$ cat src/rtl/reg_dump_reader.sv
// reg_dump_reader: walks the register bank through its debug read port and
// streams a header byte followed by every register, MSB first, over a
// valid/ready byte interface.
//   clk, rst_n          clock / asynchronous active-low reset
//   start, abort        dump request (IDLE only) / synchronous cancel
//   dbg_addr, dbg_rdata combinational debug read port of the register bank
//   out_data, out_valid, out_ready   byte stream towards the debug link
//   busy, done          dump in progress / one-cycle completion pulse
module reg_dump_reader #(
    parameter int unsigned WIDTH_B  = 32,
    parameter int unsigned ADDR_B   = 5,
    parameter int unsigned NUM_REGS = 2 ** ADDR_B,
    parameter logic [7:0]  HEADER   = 8'hA5
) (
    input  logic                clk,
    input  logic                rst_n,
    input  logic                start,
    input  logic                abort,
    output logic [ADDR_B-1:0]   dbg_addr,
    input  logic [WIDTH_B-1:0]  dbg_rdata,
    output logic [7:0]          out_data,
    output logic                out_valid,
    input  logic                out_ready,
    output logic                busy,
    output logic                done
);

    localparam int unsigned BYTES  = WIDTH_B / 8;
    localparam int unsigned BCNT_W = (BYTES > 1) ? $clog2(BYTES) : 1;

    localparam logic [ADDR_B-1:0] LAST_ADDR = ADDR_B'(NUM_REGS - 1);
    localparam logic [BCNT_W-1:0] LAST_BYTE = BCNT_W'(BYTES - 1);

    localparam logic [2:0] S_IDLE = 3'd0;
    localparam logic [2:0] S_HDR  = 3'd1;
    localparam logic [2:0] S_LOAD = 3'd2;
    localparam logic [2:0] S_SEND = 3'd3;
    localparam logic [2:0] S_DONE = 3'd4;

    logic [2:0]         state_q,     state_d;
    logic [ADDR_B-1:0]  addr_cnt_q,  addr_cnt_d;
    logic [BCNT_W-1:0]  byte_cnt_q,  byte_cnt_d;
    logic [WIDTH_B-1:0] shift_q,     shift_d;
    logic [7:0]         out_data_q,  out_data_d;
    logic               out_valid_q, out_valid_d;
    logic               busy_q,      busy_d;
    logic               done_q,      done_d;

    // Next byte after a transfer; computed on a full-width value so BYTES=1 still elaborates.
    logic [WIDTH_B-1:0] shift_next;
    assign shift_next = shift_q << 8;

    // State register.
    always_ff @(posedge clk or negedge rst_n) begin
        if (!rst_n) begin
            state_q     <= S_IDLE;
            addr_cnt_q  <= '0;
            byte_cnt_q  <= '0;
            shift_q     <= '0;
            out_data_q  <= '0;
            out_valid_q <= 1'b0;
            busy_q      <= 1'b0;
            done_q      <= 1'b0;
        end else begin
            state_q     <= state_d;
            addr_cnt_q  <= addr_cnt_d;
            byte_cnt_q  <= byte_cnt_d;
            shift_q     <= shift_d;
            out_data_q  <= out_data_d;
            out_valid_q <= out_valid_d;
            busy_q      <= busy_d;
            done_q      <= done_d;
        end
    end

    // Next-state and registered-output logic.
    always_comb begin
        state_d     = state_q;
        addr_cnt_d  = addr_cnt_q;
        byte_cnt_d  = byte_cnt_q;
        shift_d     = shift_q;
        out_data_d  = out_data_q;
        out_valid_d = out_valid_q;
        busy_d      = busy_q;
        done_d      = 1'b0;

        case (state_q)
            S_IDLE: begin
                if (start) begin
                    state_d     = S_HDR;
                    busy_d      = 1'b1;
                    addr_cnt_d  = '0;
                    out_valid_d = 1'b1;
                    out_data_d  = HEADER;
                end
            end
            S_HDR: begin
                if (out_ready) begin
                    state_d     = S_LOAD;
                    out_valid_d = 1'b0;
                end
            end
            S_LOAD: begin
                // Only sampling point of the bank for this register.
                state_d     = S_SEND;
                shift_d     = dbg_rdata;
                byte_cnt_d  = '0;
                out_data_d  = dbg_rdata[WIDTH_B-1 -: 8];
                out_valid_d = 1'b1;
            end
            S_SEND: begin
                if (out_ready) begin
                    if (byte_cnt_q != LAST_BYTE) begin
                        shift_d    = shift_next;
                        out_data_d = shift_next[WIDTH_B-1 -: 8];
                        byte_cnt_d = byte_cnt_q + 1'b1;
                    end else if (addr_cnt_q == LAST_ADDR) begin
                        state_d     = S_DONE;
                        out_valid_d = 1'b0;
                        busy_d      = 1'b0;
                        done_d      = 1'b1;
                    end else begin
                        state_d     = S_LOAD;
                        out_valid_d = 1'b0;
                        addr_cnt_d  = addr_cnt_q + 1'b1;
                    end
                end
            end
            S_DONE: begin
                state_d = S_IDLE;
            end
            default: begin
                state_d     = S_IDLE;
                out_valid_d = 1'b0;
                busy_d      = 1'b0;
            end
        endcase

        // Abort wins over any same-edge transfer in the active states.
        if (abort && (state_q == S_HDR || state_q == S_LOAD || state_q == S_SEND)) begin
            state_d     = S_IDLE;
            out_valid_d = 1'b0;
            out_data_d  = '0;
            busy_d      = 1'b0;
            done_d      = 1'b0;
            addr_cnt_d  = '0;
            byte_cnt_d  = '0;
        end
    end

    assign dbg_addr  = addr_cnt_q;
    assign out_data  = out_data_q;
    assign out_valid = out_valid_q;
    assign busy      = busy_q;
    assign done      = done_q;

endmodule

$ cat config.mk
export PLATFORM = sky130hd
export DESIGN_NAME = reg_dump_reader
export DESIGN_NICKNAME = d
export VERILOG_FILES = /design/src/rtl/reg_dump_reader.sv
export SDC_FILE = /design/constraint.sdc
export NUM_CORES = 1
export LEC_CHECK = 0
export CAP_MARGIN = 15
export CORE_ASPECT_RATIO = 1.5
export CORE_MARGIN = 8
export CORE_UTILIZATION = 51
export DETAILED_ROUTE_END_ITERATION = 6
export HOLD_SLACK_MARGIN = 0.15
export PLACE_DENSITY_LB_ADDON = 0.08
export SYNTH_ARGS = -nofsm -noshare
export SYNTH_HDL_FRONTEND = slang
export SYNTH_SLANG_ARGS = --single-unit
$ cat constraint.sdc
create_clock -name clk -period 3.98 [get_ports clk]
set_input_delay 0.597 -clock clk [delete_from_list [all_inputs] [get_ports clk]]
set_output_delay 0.597 -clock clk [all_outputs]
set_load 0.005 [all_outputs]
==> flow_metrics.py <==
metrics = {
    "power": {
        "p_comb_frac": 0.378,
        "power_leakage_nw": 1.34,
        "power-per-cell-area_nw_per_um2": 628,
        "peakVddDrop_mv": 0.394,
        "pwr-share-clk": 0.196,
        "switching_share": 0.344,
        "p_sw_w": 0.000622,
        "p_int_w": 0.00119,
        "seq_power_share": 0.426,
    },
    "critical_path": {
        "crit_chain": "clkdlybuf4s50_1, nand4bb_1, nor2_1, a211o_1, a221o_1",
        "crit_path_max_incr_delay_ns": 0.89,
        "worstSetupEndpointType": "flip-flop",
        "critPathArrivalTime_ns": 2.49,
        "cp_max_fo": 20,
        "cp_slowest_cell": "clkdlybuf4s50_1",
        "critPathLaunchType": "input port",
        "r2r.worst_path.cells": 7,
        "crit_type": "in -> reg",
        "critPathRequiredTime_ns": 4.16,
    },
    "clock_tree": {
        "cts-root-buf": "clkbuf_8",
        "clkLatencyLatePin_ns": 0.29,
        "clk_pin_slew_ns": 0.08,
        "cts_hold_buf": 0,
        "post_cts_buffers": 0,
        "cts_resized": 0,
        "cts_tree": "built",
        "ctsHtreeMaxLevel": 2,
        "numCtsBuffers": 5,
        "clock-sinks": 45,
        "clock_path_buffers": 2,
    },
    "die": {
        "rows": 29,
        "die_h_um": 97.3,
        "start_util": 0.529,
        "core_area_um2": 4250,
        "die_area_um2": 6830,
        "num_io_pins": 53,
        "die_x_um": 70.2,
    },
    "logic_synthesis": {
        "synth-main-ff-cell": "dfrtp_1",
        "synth_area_leader_cell": "dfrtp_1",
        "yosysWarningCount": 0,
        "yosysSeqAreaShare": 0.501,
        "synth.most_common_cell": "dfrtp_1",
        "syn_inst": 220,
        "ys_async_sr_fraction": 1.00,
        "synth.area.top_cells": "dfrtp_1 50%, mux2i_1 8.9%, o21ai_0 6.5%",
        "avgSynthCellArea_um2": 10.2,
        "ys_ff_latch": 45,
        "netlist-cell-type-count": 38,
        "synth_edf_count": 0,
        "synth_top_area_frac": 0.501,
        "synth_common_cells": "45 x dfrtp_1, 29 x o21ai_0, 23 x nand2_1",
        "synth_nets": 260,
        "syn-cell-area_um2": 2250,
    },
    "cells_and_area": {
        "area.sequential_um2": 1130,
        "drive_gt1_frac": 0.0604,
        "nNetsFinal": 304,
        "diodes": 0,
        "postLayoutCellArea_um2": 2880,
        "multi_input_area_um2": 1030,
        "fill_cells": 358,
        "syn2layout_area_growth_pct": 28.2,
    },
    "routing": {
        "drt_iter0_markers": 185,
        "drtAntennaViolNets": 0,
        "drt_wl_total_mm": 4.81,
        "wl_per_cell_um": 15.5,
        "dr_total_vias": 1764,
        "dr.pass1.iters": 4,
        "via_per_inst": 5.67,
        "drc": 0,
    },
    "placement": {
        "io_buffers": 52,
        "dpl.hpwl_mm": 3.45,
        "place.gp.congestion": 0.776,
        "dpl_cell_area_um2": 2730,
    },
    "global_route": {
        "track_usage": 0.147,
        "grt.busiest_layer": "met2",
        "met2_usage": 0.246,
        "grt.met1_usage": 0.169,
        "grt_pass1_wl_mm": 8.50,
        "grt_max_degree": 46,
        "grt_overflow": 0,
        "grt_pass1_vias": 1903,
        "grtUsageMet3": 0.0491,
        "antenna_found_initial": 0,
    },
    "timing": {
        "grt_setup_unrepaired": "false",
        "tightest_slew_ns": 0.971,
        "hold_viol_final": 0,
        "min_period_ns": 2.31,
        "period_share": 0.580,
        "finClkSkew_ns": 0.00399,
        "fin_tns_setup_ns": 0,
        "drv_slew": 0,
        "timing.slew.headroom": 0.353,
        "fmax_mhz": 433,
        "setup_viol": 0,
    },
    "job": {
        "drv_cap": 0,
    },
    "min_path": {
        "worst_hold_path_type": "in -> async",
    },
    "run_status": {
        "status": "finished, final reports clean",
    },
}
## path summary, 6_finish.rpt
kind                       slack, ns        start     endpoint
hold reg to reg                 0.48  shift_q[12]  shift_q[12]
hold / removal                  0.46        rst_n    out_valid
setup reg to reg                1.83  dbg_addr[0]  dbg_addr[2]
max in group asynchronous       2.92        rst_n  shift_q[14]
min in group clk                0.48  shift_q[12]  shift_q[12]
setup / recovery                1.67        abort  dbg_addr[2]
## cell type report
| cell class | count | area share |
|---|---|---|
| inverter | 2 | 0.00261 |
| timing repair buffer | 53 | 0.188 |
| clock buffer | 6 | 0.0287 |
| multi-input combinational | 157 | 0.356 |
| sequential | 45 | 0.391 |
| tap | 46 | 0.0200 |
| clock inverter | 2 | 0.0130 |
## power groups by stage
| stage | sequential, W | clock (W) | combinational, W |
|---|---|---|---|
| final | 0.000771 | 0.000354 | 0.000684 |
| after floorplan | 0.000710 | 0 | 0.000533 |
| after CTS | 0.000772 | 0.000365 | 0.000666 |
| after detailed placement | 0.000779 | 0 | 0.000663 |
| after global routing | 0.000798 | 0.000382 | 0.000782 |
| after global placement | 0.000769 | 0 | 0.000649 |
## flip-flops by register name, indices dropped and copies added, names as in the netlist
register,flops
out_valid,1
done,1
shift_q,24
dbg_addr,5
busy,1
byte_cnt_q,2
out_data,8
state_q,3
## cells by family after synthesis
group | after synthesis | share of synthesized area
flops | 45 | 0.501
fa+ha+maj | 3 | 0.0167
buf+inv | 18 | 0.0418
mux | 21 | 0.0941
compound gates | 62 | 0.190
simple gates | 71 | 0.156
## worst max-delay path: cells and delay by family
family	cells	cell delay [ns]
buffers and inverters	1	0.89
AOI/OAI and AO/OA	2	0.61
and+or+nand+nor	2	0.39
## routing by layer
| metal | wire length, um | vias up | part of all wire |
|---|---|---|---|
| met1 | 2080 | 834 | 0.43 |
| met2 | 2450 | 43 | 0.51 |
| li1 | - | 883 | - |
| met5 | 0 | - | 0 |
| met4 | 46 | 0 | 0.0096 |
| met3 | 237 | 4 | 0.049 |
## cell usage in the layout, fill, tap and decap left out, types with 4 or more instances in the layout
cell type,synthesis,final
nand2_1,23,23
dfrtp_1,45,45
o21ai_0,29,29
nor2_1,18,18
mux2i_1,20,20
nor2b_1,7,7
nor3_1,4,4
a22o_1,10,10
a21oi_1,5,5
clkbuf_8,0,6
clkdlybuf4s50_1,0,51
o31ai_1,5,5
## metrics by stage
stage | hold slack, ns | util | instances | power (W) | setup WS [ns]
final | 0.456 | 0.679 | 311 | 0.00181 | 1.67
after global routing | 0.505 | 0.679 | 311 | 0.00196 | 1.58
after CTS | 0.489 | 0.672 | 310 | 0.00180 | 1.57
after detailed placement | 0.469 | 0.644 | 302 | 0.00144 | 1.33
after global placement | 0.460 | 0.644 | 302 | 0.00142 | 1.41
after floorplan | 0.301 | - | 220 | 0.00124 | 2.06
Note: power is estimated with default switching activity, not from simulation.
